===== config.mk =====
export PLATFORM = sky130hd
export DESIGN_NAME = dmem_arbiter
export DESIGN_NICKNAME = d
export VERILOG_FILES = /design/src/rtl/dmem_arbiter.sv
export SDC_FILE = /design/constraint.sdc
export NUM_CORES = 1
export LEC_CHECK = 0
export CAP_MARGIN = 0
export CORE_AREA = 2 2 228 230
export CTS_CLUSTER_DIAMETER = 30
export CTS_CLUSTER_SIZE = 28
export DETAILED_ROUTE_END_ITERATION = 8
export DIE_AREA = 0 0 230 232
export HOLD_SLACK_MARGIN = 0.08
export REMOVE_ABC_BUFFERS = 1
export SKIP_LAST_GASP = 1
export SYNTH_ARGS = -nofsm -noshare
export SYNTH_HDL_FRONTEND = slang
export SYNTH_SLANG_ARGS = --single-unit

===== constraint.sdc =====
create_clock -name Clock_i -period 11.59 [get_ports Clock_i]
set_input_delay 1.159 -clock Clock_i [delete_from_list [all_inputs] [get_ports Clock_i]]
set_output_delay 1.159 -clock Clock_i [all_outputs]
set_load 0.02 [all_outputs]

===== src/rtl/dmem_arbiter.sv =====
// dmem_arbiter: shares one 64-bit doubleword memory port between requester A
// (load/store stage) and requester B (debug/preload). It arbitrates round-robin
// and runs the sequence IDLE -> ACCESS -> RESP. An illegal access goes
// IDLE -> RESP.
//
// Ports
//   Clock_i, Reset_i          clock; asynchronous active-high reset
//   Req*_i, We*_i             request and write-enable per requester (A/B)
//   Addr*_i, WData*_i         byte address and write data per requester
//   Ack*_o, Err*_o, RData*_o  one-cycle completion pulse, reject flag, read data
//   Busy_o                    high whenever the sequencer is not idle
//   Mem*_o, MemReadData_i     registered memory strobes, address and data
module dmem_arbiter #(
  parameter int unsigned MEM_SIZE = 1024
) (
  input  logic        Clock_i,
  input  logic        Reset_i,
  input  logic        ReqA_i,
  input  logic        ReqB_i,
  input  logic        WeA_i,
  input  logic        WeB_i,
  input  logic [63:0] AddrA_i,
  input  logic [63:0] AddrB_i,
  input  logic [63:0] WDataA_i,
  input  logic [63:0] WDataB_i,
  output logic        AckA_o,
  output logic        AckB_o,
  output logic        ErrA_o,
  output logic        ErrB_o,
  output logic [63:0] RDataA_o,
  output logic [63:0] RDataB_o,
  output logic        Busy_o,
  output logic [63:0] MemAddress_o,
  output logic [63:0] MemWriteData_o,
  output logic        MemRead_o,
  output logic        MemWrite_o,
  input  logic [63:0] MemReadData_i
);

  typedef enum logic [1:0] {IDLE, ACCESS, RESP} state_e;

  // Highest legal doubleword address, formed at full width so that addresses
  // near 2^64 cannot wrap past the limit.
  localparam logic [63:0] MAX_ADDR = 64'(MEM_SIZE) - 64'd8;

  state_e      state_q;
  logic        last_b_q;   // 1: B was granted last (reset value, so A wins the first tie)
  logic        win_b_q;    // current winner is B
  logic        we_q;       // current access is a write
  logic        ack_a_q, ack_b_q, err_a_q, err_b_q;
  logic [63:0] rdata_a_q, rdata_b_q;
  logic [63:0] mem_addr_q, mem_wdata_q;
  logic        mem_rd_q, mem_wr_q;

  // Grant selection for the current IDLE cycle. On a tie, the requester that
  // was not granted last wins.
  logic        gnt_b_d;
  logic        we_d;
  logic [63:0] addr_d, wdata_d;
  logic        legal_d;

  assign gnt_b_d = ReqB_i & (~ReqA_i | ~last_b_q);
  assign we_d    = gnt_b_d ? WeB_i    : WeA_i;
  assign addr_d  = gnt_b_d ? AddrB_i  : AddrA_i;
  assign wdata_d = gnt_b_d ? WDataB_i : WDataA_i;
  assign legal_d = (addr_d[2:0] == 3'b000) && (addr_d <= MAX_ADDR);

  always_ff @(posedge Clock_i or posedge Reset_i) begin
    if (Reset_i) begin
      state_q     <= IDLE;
      last_b_q    <= 1'b1;
      win_b_q     <= 1'b0;
      we_q        <= 1'b0;
      ack_a_q     <= 1'b0;
      ack_b_q     <= 1'b0;
      err_a_q     <= 1'b0;
      err_b_q     <= 1'b0;
      rdata_a_q   <= '0;
      rdata_b_q   <= '0;
      mem_addr_q  <= '0;
      mem_wdata_q <= '0;
      mem_rd_q    <= 1'b0;
      mem_wr_q    <= 1'b0;
    end else begin
      case (state_q)
        IDLE: begin
          if (ReqA_i || ReqB_i) begin
            win_b_q  <= gnt_b_d;
            last_b_q <= gnt_b_d;
            we_q     <= we_d;
            if (legal_d) begin
              // Memory strobes are registered so they are valid for the whole
              // ACCESS cycle.
              state_q     <= ACCESS;
              mem_addr_q  <= addr_d;
              mem_rd_q    <= ~we_d;
              mem_wr_q    <= we_d;
              mem_wdata_q <= we_d ? wdata_d : '0;
            end else begin
              // A rejected access never touches memory. It answers in the next cycle.
              state_q <= RESP;
              if (gnt_b_d) begin
                ack_b_q <= 1'b1;
                err_b_q <= 1'b1;
              end else begin
                ack_a_q <= 1'b1;
                err_a_q <= 1'b1;
              end
            end
          end
        end
        ACCESS: begin
          state_q     <= RESP;
          mem_addr_q  <= '0;
          mem_wdata_q <= '0;
          mem_rd_q    <= 1'b0;
          mem_wr_q    <= 1'b0;
          if (win_b_q) begin
            ack_b_q <= 1'b1;
            if (!we_q) rdata_b_q <= MemReadData_i;
          end else begin
            ack_a_q <= 1'b1;
            if (!we_q) rdata_a_q <= MemReadData_i;
          end
        end
        RESP: begin
          state_q   <= IDLE;
          ack_a_q   <= 1'b0;
          ack_b_q   <= 1'b0;
          err_a_q   <= 1'b0;
          err_b_q   <= 1'b0;
          rdata_a_q <= '0;
          rdata_b_q <= '0;
        end
        default: state_q <= IDLE;
      endcase
    end
  end

  assign AckA_o         = ack_a_q;
  assign AckB_o         = ack_b_q;
  assign ErrA_o         = err_a_q;
  assign ErrB_o         = err_b_q;
  assign RDataA_o       = rdata_a_q;
  assign RDataB_o       = rdata_b_q;
  assign Busy_o         = (state_q != IDLE);
  assign MemAddress_o   = mem_addr_q;
  assign MemWriteData_o = mem_wdata_q;
  assign MemRead_o      = mem_rd_q;
  assign MemWrite_o     = mem_wr_q;

endmodule


### Word level (Yosys, flattened, before mapping)

Index checks and enable logic that the tools add are counted.

* bits of input ports: 326
* flip-flop bits (word level): 267
* logic and storage cells: 83

* muxes and demuxes: 36
* reductions and logical operators: 17
* bitwise operators: 5
* equality and inequality tests: 10
* $lt $le $gt $ge: 1

Operator list (count)
* $mux W64: 10
* $pmux W64 S2: 4
* $le A64 B10 Y1 const B: 1
* $ne A2 B2 Y1 const B: 8
* $mux W1: 13
* $reduce_and A5 Y1: 2
* $reduce_and A3 Y1: 3
* $pmux W1 S2: 4
* $reduce_and A4 Y1: 2
* $reduce_bool A2 Y1: 4
* $pmux W1 S3: 2
* $mux W2: 2
* $pmux W2 S2: 1
* $logic_not A3 Y1: 1
* $not A1 Y1: 3
* $reduce_bool A3 Y1: 1
* $eq A2 B1 Y1 const B: 1
* $eq A2 B2 Y1 const B: 1
* $logic_not A2 Y1: 1
* $reduce_and A2 Y1: 1
* $and A1 B1 Y1: 1
* $logic_and A1 B1 Y1: 1
* $logic_or A1 B1 Y1: 1
* $or A1 B1 Y1: 1

### Longest topological paths before layout

Gate-level depths: netlist of run 1.

* depth in word-level cells: 9
* mapped depth: 10
* depth with buffers taken out: 6

### Worst setup path before layout of run 1

No wires, ideal clock.

* path kind: input to register
* start point: input port AddrA_i[20]
* end point: register mem_wdata_q[10] (netlist: MemWriteData_o[10])
* data arrival time: 2.866 ns
* buffers on the path: 2
* setup time: 0.075 ns
* stages: 8
* path slack: 8.649 ns
* cells stage by stage: nor4_1 > nand4_1 > o22ai_2 > o211ai_2 > or4_4 > buf_6 > buf_6 > o2bb2ai_2

* word-level cells in the longest chain between the ends: 5

Ends and longest elaborated chain
* start, declared: RTL line 22 `input logic [63:0] AddrA_i,`
* $mux W64: RTL line 64 `assign addr_d = gnt_b_d ? AddrB_i : AddrA_i;`
* $le A64 B10 Y1: RTL line 66 `assign legal_d = (addr_d[2:0] == 3'b000) && (addr_d <= MAX_ADDR);`
* $logic_and A1 B1 Y1: RTL line 66
* $ne A2 B2 Y1 (no line)
* $reduce_and A3 Y1 (no line)
* end signal, assigned: RTL line 98 `mem_wdata_q <= we_d ? wdata_d : '0;`
* end, declared: RTL line 52 `logic [63:0] mem_addr_q, mem_wdata_q;`

No other way between the ends.
A chain may end at the register's enable or synchronous reset.

### Worst setup path in the final report of run 1

* start point: input port ReqA_i
* end point: register mem_wr_q (netlist: MemWrite_o)

* word-level cells in the longest chain between the ends: 8

Ends and longest elaborated chain
* start, declared: RTL line 18 `input logic ReqA_i,`
* $not A1 Y1: RTL line 62 `assign gnt_b_d = ReqB_i & (~ReqA_i | ~last_b_q);`
* $or A1 B1 Y1: RTL line 62
* $and A1 B1 Y1: RTL line 62
* $mux W64: RTL line 64
* $le A64 B10 Y1 / $logic_not A3 Y1 (equally long branches): RTL line 66
* $logic_and A1 B1 Y1: RTL line 66
* $ne A2 B2 Y1 (no line)
* $reduce_and A3 Y1 (no line)
* end signal, assigned: RTL line 97 `mem_wr_q <= we_d;`
* end, declared: RTL line 53 `logic mem_rd_q, mem_wr_q;`

Several ways; a longest one is shown, not always the timed one. The select of a mux whose other input is x is not followed.

==> run summary, run 1 <==
Status: complete, no violations
Vias in the first global route: 10400
Final Max Tran Viols: 0
Critical path class: in2reg
Clk sinks: 267
Via count: 9638
Initial DRC count: 363
Yosys warns: 0
Seq/Total Area, Yosys: 0.598
Place WS: 6330 ps
LEAKAGE: 8.62 nW
Design Power: 4.88 mW
HPWL after DPL: 31.7 mm
Post-Syn Instances: 959
Max-Cap Viols: 0
CP cell instances: clkdlybuf4s50_1, a21bo_4, buf_4, nand4_1, nor2_1, o211ai_2, or4_4, buf_4, a21bo_2
Util after Layout: 0.399
Crit path max-delay family: buffers and inverters
VDD IR max: 0.147 mV
Flops & latches, synth: 267
Starting Density: 0.220
Crit path launch type: primary input
Initial antenna violation count: 10
Post-synth top area cell: dfrtp_1
Most frequent cells in the layout: 588 x clkdlybuf4s50_1, 266 x dfrtp_1, 137 x nand2_1
Clk buf depth: 3
Met3 usage: 0.0565
Final setup violation count: 0
Number of routed nets with antenna violations: 0
Share of the synthesized area in the top cell type: 0.596
CTS tree: built
RSZ-0062 raised after global routing: no
Worst Path Required: 12130 ps
Crit. End Element: flop
Die area: 53400 µm²
Fmax achieved: 0.218 GHz
Area Overhead vs Synth: 81.5%
Global-route wire length before repair: 63.5 mm
Cell Rows: 83
Height of the chip: 232 µm
Largest net degree at the start of global routing: 157
Most used DFF post-synth: dfrtp_1
Critical path peak fanout: 59
Final hold vios: 0
Pwr per Cell Area: 240 nW/µm²
Setup tns final: 0 ps
Worst slew margin: 0.171
Final Skew: 36.7 ps
Most frequent CP cell: buf_4
Synth Cell Area: 11200 µm²
Port bufs: 588
Later-pin clock latency in the skew report: 600 ps
Critical Path AT: 5120 ps
Post-synth EDFFs: 0
Drt first pass iters: 4
Yosys cell types: 39
CP bufs+invs: 3
Top Usage Layer GRT: met2
Setup Buffers After CTS: 0
Share of layout cells above drive strength 1: 0.115
M2 GR Usage: 0.278
Root buffer cell: clkbuf_16
DRC viols: 0
Total CTS buffers: 71
IO Count: 589
Hold-fix buffers, CTS: 0
Total global routing overflow: 0
Final min period: 4580 ps
CORE AREA: 50900 µm²
Worst-path clk slew: 40 ps
Post-CTS sizing: 0
Met1 Track Usage GR: 0.160
Commonest non-fill, non-tap cell in the layout: clkdlybuf4s50_1
Synth area leaders: dfrtp_1 60%, mux2i_1 6.7%, o2bb2ai_2 6.7%
Routability cong.: 0.856
H-tree Lvls: 3
Period Utilization, post-route: 0.395
Slowest stage delay, CP: 790 ps
DRT Wirelength: 43.3 mm
GRT Util Overall: 0.158
Avg Inst Size Synth: 11.7 µm²
Slowest CP cell: buf_4
Worst min path class: reg2reg
Wire per inst: 18.8 µm
Final worst slack: 7010 ps
Synth async-reset ratio: 1.00
Nets: 1888
Die W: 230 µm
Slew @ Worst Pin: 1240 ps
# fillers: 4876
Via-per-instance ratio: 4.19
-- per-layer routing --
layer / share of wire / wire length (µm) / vias up
met5: 0.00058 / 25 / -
met4: 0.041 / 1770 / 4
met3: 0.083 / 3610 / 99
met2: 0.52 / 22400 / 408
met1: 0.36 / 15600 / 4570
li1: - / - / 4557
-- through the flow --
step / instance area [µm²] / std cells / hold slack [ps]
final: 20300 / 2301 / 473
after global routing: 20300 / 2301 / 490
after CTS: 20300 / 2295 / 478
after detailed placement: 17700 / 2166 / 469
after global placement: 17700 / 2166 / 461
after floorplan: 10900 / 890 / 450
-- Yosys cell counts, types with 2 or more instances --
cell and instances:
ha_1 3, nand2b_1 64, a21oi_1 3, and2_1 57, o2bb2ai_2 50, buf_6 6
buf_2 7, nor3_1 6, clkbuf_1 51, nand4_1 7, nor4_1 24, and3_1 3
mux2i_1 75, nand3_1 2, o2bb2ai_1 22, nor2b_1 4, a311o_1 2, buf_1 4
inv_1 9, nand2_1 137, o21ai_0 130, dfrtp_1 266, a31oi_1 5, nor2_1 7
-- worst reg2reg max path: stages, from the launching register on --
cell	delay, ps
dfstp_2	550
a21bo_4	380
buf_4	810
nand4_1	260
nor2_1	240
o211ai_2	220
or4_4	650
buf_4	430
a21bo_2	400
-- flip-flops by register name, indices dropped and copies added (netlist names) --
| signal | flops |
|---|---|
| MemAddress_o | 64 |
| MemWriteData_o | 64 |
| RDataA_o | 64 |
| RDataB_o | 64 |
| state_q | 2 |
| AckA_o | 1 |
| AckB_o | 1 |
| ErrA_o | 1 |
| ErrB_o | 1 |
| MemRead_o | 1 |
| MemWrite_o | 1 |
| last_b_q | 1 |
| we_q | 1 |
| win_b_q | 1 |
-- worst paths after layout --
| check | startpoint | endpoint | slack, ps | depth (start not counted) |
|---|---|---|---|---|
| min | RDataA_o[30]$_DFFE_PP0P_ | RDataA_o[30]$_DFFE_PP0P_ | 470 | 2 |
| max in group asynchronous | Reset_i | MemAddress_o[35]$_DFFE_PP0P_ | 8920 | 3 |
| max | ReqA_i | MemWrite_o$_DFFE_PP0P_ | 7010 | 9 |
| min reg2reg | RDataA_o[30]$_DFFE_PP0P_ | RDataA_o[30]$_DFFE_PP0P_ | 470 | 2 |
| max reg2reg | last_b_q$_DFFE_PP1P_ | MemWrite_o$_DFFE_PP0P_ | 7620 | 8 |
| min in group asynchronous | Reset_i | MemWriteData_o[36]$_DFFE_PP0P_ | 1080 | 2 |
-- logic make-up (layout without fill, tap and decap cells) --
kind of cell | after synthesis | after routing | synth area share
AOI/OAI and AO/OA | 223 | 223 | 0.158
and+or+nand+nor | 313 | 313 | 0.143
other | 0 | 6 | 0
adders and majority gates | 3 | 3 | 0.00336
DFF | 267 | 267 | 0.598
buffers and inverters | 78 | 734 | 0.0313
muxes | 75 | 75 | 0.0672
-- power by group --
part | switching, mW | internal, mW
sequential | 0.136 | 1.18
combinational | 0.842 | 0.674
clock | 0.631 | 1.41
-- layout make-up --
class,instances,area (µm²),share of cell area
Sequential cell,267,6680,0.329
Timing Repair Buffer,596,5960,0.294
Multi-Input combinational cell,614,4200,0.207
Clock buffer,89,1890,0.0934
Tap cell,680,851,0.0419
Clock inverter,40,643,0.0317
Inverter,9,41.3,0.00204
Antenna cell,6,15.0,0.000740
Power figures use the tool's default switching activity.
==> run 2, diff against run 1 <==
--- a/config.mk
+++ b/config.mk
@@ -6,11 +6,11 @@
 export NUM_CORES = 1
 export LEC_CHECK = 0
 export CAP_MARGIN = 0
-export CORE_AREA = 2 2 228 230
+export CORE_AREA = 2 2 227 229
 export CTS_CLUSTER_DIAMETER = 30
 export CTS_CLUSTER_SIZE = 28
 export DETAILED_ROUTE_END_ITERATION = 8
-export DIE_AREA = 0 0 230 232
+export DIE_AREA = 0 0 229 231
 export HOLD_SLACK_MARGIN = 0.08
 export REMOVE_ABC_BUFFERS = 1
 export SKIP_LAST_GASP = 1
==> constraint.sdc (replaced) <==
create_clock -name Clock_i -period 3.8 [get_ports Clock_i]
set_input_delay 0.38 -clock Clock_i [delete_from_list [all_inputs] [get_ports Clock_i]]
set_output_delay 0.38 -clock Clock_i [all_outputs]
set_load 0.02 [all_outputs]
==> run 2 against run 1 <==
Effect of this change:
- design area about the same
- highest routed layer is now met4
- critical endpoint unchanged
- routed wire length up 1.1%
- clock power rose to 2.8 times the previous value
- combinational power rose to 3.1 times the previous value
- clock skew down 20 ps
- sequential share of layout area about the same
==> run summary, run 2 (synthesis results as in run 1) <==
Critical path peak fanout: 35 (was 59)
R2R setup slack: 780 ps (was 7620 ps)
DRC viols: 0 (unchanged)
RSZ-0062 raised after global routing: no (unchanged)
Most frequent cells in the layout: 588 x clkdlybuf4s50_1, 266 x dfrtp_1, 137 x nand2_1 (unchanged)
Post-CTS sizing: 0 (unchanged)
GRT Util Overall: 0.163 (was 0.158)
Setup Buffers After CTS: 0 (unchanged)
CP bufs+invs: 1 (was 3)
Commonest non-fill, non-tap cell in the layout: clkdlybuf4s50_1 (unchanged)
Worst-path clk slew: 50 ps (was 40 ps)
Clk buf depth: 3 (unchanged)
H-tree Lvls: 3 (unchanged)
Height of the chip: 231 µm (was 232 µm)
Final min period: 3020 ps
Crit path launch type: flop (was primary input)
LEAKAGE: 8.67 nW (was 8.62 nW)
Initial antenna violation count: 9 (was 10)
Total CTS buffers: 73 (was 71)
Vias in the first global route: 10600 (was 10400)
Worst slew margin: 0.368 (was 0.171)
Util after Layout: 0.400 (was 0.399)
Status: complete, no violations (unchanged)
Drt first pass iters: 4 (unchanged)
Fmax achieved: 0.331 GHz
Number of routed nets with antenna violations: 0 (unchanged)
Cell Rows: 83 (unchanged)
HPWL after DPL: 32.5 mm (was 31.7 mm)
Starting Density: 0.221 (was 0.220)
Slowest CP cell: or4_4 (was buf_4)
R2r startpoint: last_b_q$_DFFE_PP1P_ (unchanged)
Later-pin clock latency in the skew report: 580 ps (was 600 ps)
Final Max Tran Viols: 0 (unchanged)
CORE AREA: 50700 µm² (was 50900 µm²)
VDD IR max: 0.416 mV (was 0.147 mV)
Pwr per Cell Area: 716 nW/µm² (was 240 nW/µm²)
Hold WS: 358 ps (was 473 ps)
CP cell instances: a21bo_4, nand4_1, nor2_1, o211ai_2, or4_4, buf_12, a21bo_2 (was clkdlybuf4s50_1, a21bo_4, buf_4, nand4_1, nor2_1, o211ai_2, or4_4, buf_4, a21bo_2)
Slew @ Worst Pin: 949 ps (was 1240 ps)
Port bufs: 588 (unchanged)
Final setup violation count: 0 (unchanged)
Hold-fix buffers, CTS: 0 (unchanged)
Worst min path class: in2async (was reg2reg)
Share of layout cells above drive strength 1: 0.127 (was 0.115)
Die W: 229 µm (was 230 µm)
Via-per-instance ratio: 4.20 (was 4.19)
Global-route wire length before repair: 65.4 mm (was 63.5 mm)
Initial DRC count: 336 (was 363)
Area Overhead vs Synth: 81.4% (was 81.5%)
Max-Cap Viols: 0 (unchanged)
Area after DPL: 17900 µm² (was 17700 µm²)
IO Count: 589 (unchanged)
Period Utilization, post-route: 0.795
Die area: 52900 µm² (was 53400 µm²)
Critical Path AT: 3540 ps (was 5120 ps)
Wire per inst: 18.9 µm (was 18.8 µm)
Fin area: 20300 µm² (about the same)
Slowest stage delay, CP: 780 ps (was 790 ps)
Routability cong.: 0.887 (was 0.856)
Worst Path Required: 4310 ps (was 12130 ps)
Crit. End Element: flop (unchanged)
Setup tns final: 0 ps (unchanged)
Critical path class: reg2reg (was in2reg)
CP startpoint: last_b_q$_DFFE_PP1P_ (was ReqA_i)
Nets: 1904 (was 1888)
Final Skew: 17.0 ps (was 36.7 ps)
DRT Wirelength: 43.8 mm (was 43.3 mm)
Crit path max-delay family: simple AND/OR/NAND/NOR gates (was buffers and inverters)
Clk sinks: 267 (unchanged)
Largest net degree at the start of global routing: 108 (was 157)
Place WS: 374 ps (was 6330 ps)
Final hold vios: 0 (unchanged)
CTS tree: built (unchanged)
Final worst slack: 779 ps (was 7010 ps)
Root buffer cell: clkbuf_16 (unchanged)
Total global routing overflow: 0 (unchanged)
Via count: 9737 (was 9638)
-- run 2: power breakdown --
part           internal, mW  switching, mW
Combinational          2.13           2.60
Clock                  3.96           1.79
Sequential             3.60          0.422
Total                  9.69           4.82
-- run 2: area by class of cell --
| cell class | instances | area (µm²) |
|---|---|---|
| clock buffers | 96 | 2090 |
| inverters | 9 | 41.3 |
| well taps | 680 | 851 |
| repair buffers | 610 | 6110 |
| flip-flops and latches | 267 | 6680 |
| multi-input cells | 614 | 4200 |
| diodes | 7 | 17.5 |
| fillers | 4933 | 30400 |
| clock inverters | 36 | 285 |
-- run 2: through the flow --
step / total power [mW] / std cells
finish: 14.5 / 2319
global route: 15.3 / 2318
CTS: 14.8 / 2312
detailed placement: 8.85 / 2180
global placement: 8.77 / 2180
floorplan: 6.27 / 890
-- run 2: per-layer routing --
layer,part of all wire,GRT usage,vias to the layer above
met5,0,0,-
met4,0.047,0.101,0
met3,0.090,0.0652,98
met2,0.50,0.277,418
met1,0.37,0.169,4608
li1,-,-,4613
-- run 2: path summary, 6_finish.rpt --
check / endpoint / depth (start not counted)
min reg2reg: RDataA_o[24]$_DFFE_PP0P_ / 2
max reg2reg: MemWrite_o$_DFFE_PP0P_ / 7
min: MemAddress_o[13]$_DFFE_PP0P_ / 2
max: MemWrite_o$_DFFE_PP0P_ / 7
max in group asynchronous: last_b_q$_DFFE_PP1P_ / 3
min in group Clock_i: RDataA_o[13]$_DFFE_PP0P_ / 3
==> run 3, diff against run 2 <==
--- a/config.mk
+++ b/config.mk
@@ -6,11 +6,11 @@
 export NUM_CORES = 1
 export LEC_CHECK = 0
 export CAP_MARGIN = 0
-export CORE_AREA = 2 2 227 229
+export CORE_AREA = 2 2 228 230
 export CTS_CLUSTER_DIAMETER = 30
 export CTS_CLUSTER_SIZE = 28
 export DETAILED_ROUTE_END_ITERATION = 8
-export DIE_AREA = 0 0 229 231
+export DIE_AREA = 0 0 230 232
 export HOLD_SLACK_MARGIN = 0.08
 export REMOVE_ABC_BUFFERS = 1
 export SKIP_LAST_GASP = 1
==> constraint.sdc (replaced) <==
create_clock -name Clock_i -period 2.8 [get_ports Clock_i]
set_input_delay 0.28 -clock Clock_i [delete_from_list [all_inputs] [get_ports Clock_i]]
set_output_delay 0.28 -clock Clock_i [all_outputs]
set_load 0.02 [all_outputs]
==> run 3 against run 2 <==
Effect of this change:
- via count up 0.94%
- sequential power up 36%
- global-route usage about the same
- critical endpoint is now Busy_o
==> run summary, run 3 (synthesis results as in run 1) <==
Die area: 53400 µm² (was 52900 µm²)
Status: complete, no violations (unchanged)
Wire per inst: 19.1 µm (was 18.9 µm)
CORE AREA: 50900 µm² (was 50700 µm²)
Worst slew margin: 0.370 (was 0.368)
Max-Cap Viols: 0 (unchanged)
IO Count: 589 (unchanged)
DRC viols: 0 (unchanged)
# fillers: 4846 (was 4933)
GRT Util Overall: 0.164 (was 0.163)
R2R depth: 7 (unchanged)
Share of layout cells above drive strength 1: 0.128 (was 0.127)
Worst min path class: in2async (unchanged)
Die W: 230 µm (was 229 µm)
Via count: 9829 (was 9737)
Final worst slack: 287 ps (was 779 ps)
Critical path class: reg2out (was reg2reg)
Initial antenna violation count: 7 (was 9)
Final Max Tran Viols: 0 (unchanged)
Fmax achieved: 0.398 GHz
Critical Path AT: 2230 ps (was 3540 ps)
R2R setup slack: 350 ps (was 780 ps)
CTS tree: built (unchanged)
HPWL after DPL: 33.4 mm (was 32.5 mm)
Most frequent CP cell: inv_1
Final Skew: 14.3 ps (was 17.0 ps)
Routability cong.: 0.839 (was 0.887)
Util after Layout: 0.402 (was 0.400)
Final min period: 2510 ps
Critical path peak fanout: 12 (was 35)
Worst Path Required: 2520 ps (was 4310 ps)
Slowest stage delay, CP: 700 ps (was 780 ps)
Clk buf depth: 3 (unchanged)
Crit. End Element: primary output (was flop)
Total global routing overflow: 0 (unchanged)
Cell Rows: 83 (unchanged)
Nets: 1914 (was 1904)
Worst-path clk slew: 40 ps (was 50 ps)
Slew @ Worst Pin: 944 ps (was 949 ps)
Vias in the first global route: 10600 (about the same)
Hold WS: 155 ps (was 358 ps)
Post-CTS sizing: 0 (unchanged)
Slowest CP cell: clkdlybuf4s50_1 (was or4_4)
Port bufs: 588 (unchanged)
Period Utilization, post-route: 0.897
Final hold vios: 0 (unchanged)
Area Overhead vs Synth: 83.2% (was 81.4%)
Place WS: -131 ps (was 374 ps)
H-tree Lvls: 3 (unchanged)
Most frequent cells in the layout: 588 x clkdlybuf4s50_1, 266 x dfrtp_1, 137 x nand2_1 (unchanged)
Number of routed nets with antenna violations: 0 (unchanged)
Setup Buffers After CTS: 0 (unchanged)
Pwr per Cell Area: 983 nW/µm² (was 716 nW/µm²)
Starting Density: 0.220 (was 0.221)
Largest net degree at the start of global routing: 82 (was 108)
LEAKAGE: 8.74 nW (was 8.67 nW)
Hold-fix buffers, CTS: 0 (unchanged)
Total CTS buffers: 69 (was 73)
Global-route wire length before repair: 65.7 mm (was 65.4 mm)
RSZ-0062 raised after global routing: no (unchanged)
CP cell instances: inv_1, ha_2, inv_1, clkdlybuf4s50_1 (was a21bo_4, nand4_1, nor2_1, o211ai_2, or4_4, buf_12, a21bo_2)
Final setup violation count: 0 (unchanged)
Clk sinks: 267 (unchanged)
Drt first pass iters: 6 (was 4)
DRT Wirelength: 44.3 mm (was 43.8 mm)
Initial DRC count: 430 (was 336)
Height of the chip: 232 µm (was 231 µm)
Crit path launch type: flop (unchanged)
Later-pin clock latency in the skew report: 570 ps (was 580 ps)
Commonest non-fill, non-tap cell in the layout: clkdlybuf4s50_1 (unchanged)
Via-per-instance ratio: 4.23 (was 4.20)
Root buffer cell: clkbuf_16 (unchanged)
VDD IR max: 0.564 mV (was 0.416 mV)
==> run 3: cell types whose count changed in the layout (fill, tap and decap cells not counted), moves of 4 or more <==
| cell | delta |
|---|---|
| buf_12 | +4 |
| clkinv_2 | -14 |
| buf_4 | +10 |
| bufinv_16 | +7 |
| clkbuf_8 | -4 |
| clkbuf_16 | -4 |
==> run 3: per-layer routing <==
layer,GRT usage,wire length [µm],share of wire,vias to the layer above
met2,0.288,22600,0.51,412
met4,0.0923,1800,0.041,0
li1,-,-,-,4618
met3,0.0573,4030,0.091,101
met1,0.170,15900,0.36,4698
met5,0,0,0,-
==> run 3: report_power, final <==
group / switching [mW] / internal (mW)
Clock: 2.42 / 5.68
Sequential: 0.563 / 4.89
Combinational: 3.58 / 3.00
Total: 6.56 / 13.6
==> run 3: final cells by class <==
type	instances	area [µm²]	share of cell area
Clock buffer	90	1940	0.0946
Sequential cell	267	6680	0.326
Clock inverter	32	482	0.0235
Antenna cell	6	15.0	0.000733
Timing Repair Buffer	624	6270	0.306
Inverter	9	41.3	0.00202
Tap cell	680	851	0.0415
Multi-Input combinational cell	614	4200	0.205
==> run 3: final timing paths <==
check | to | startpoint
setup / recovery | Busy_o | state_q[0]$_DFFE_PP0N_
hold / removal | MemWriteData_o[34]$_DFFE_PP0P_ | Reset_i
setup reg to reg | MemWriteData_o[1]$_DFFE_PP0P_ | last_b_q$_DFFE_PP1P_
hold reg to reg | RDataB_o[49]$_DFFE_PP0P_ | RDataB_o[49]$_DFFE_PP0P_
max in group asynchronous | MemWriteData_o[61]$_DFFE_PP0P_ | Reset_i
min in group Clock_i | RDataB_o[62]$_DFFE_PP0P_ | MemReadData_i[62]
==> run 3: worst max-delay path: cells and delay by family (launching register included) <==
family / cells / cell delay (ps)
buffers and inverters: 3 / 1020
adders and majority gates: 1 / 280
DFF: 1 / 360
==> run 3: through the flow <==
stage	area (µm²)	cells	power, mW	TNS, ps
floorplan	10900	890	8.30	-2585440
global placement	18000	2194	12.0	-134
detailed placement	18000	2194	12.2	-3310
CTS	20500	2316	20.5	0
global route	20500	2321	21.2	0
finish	20500	2322	20.1	0
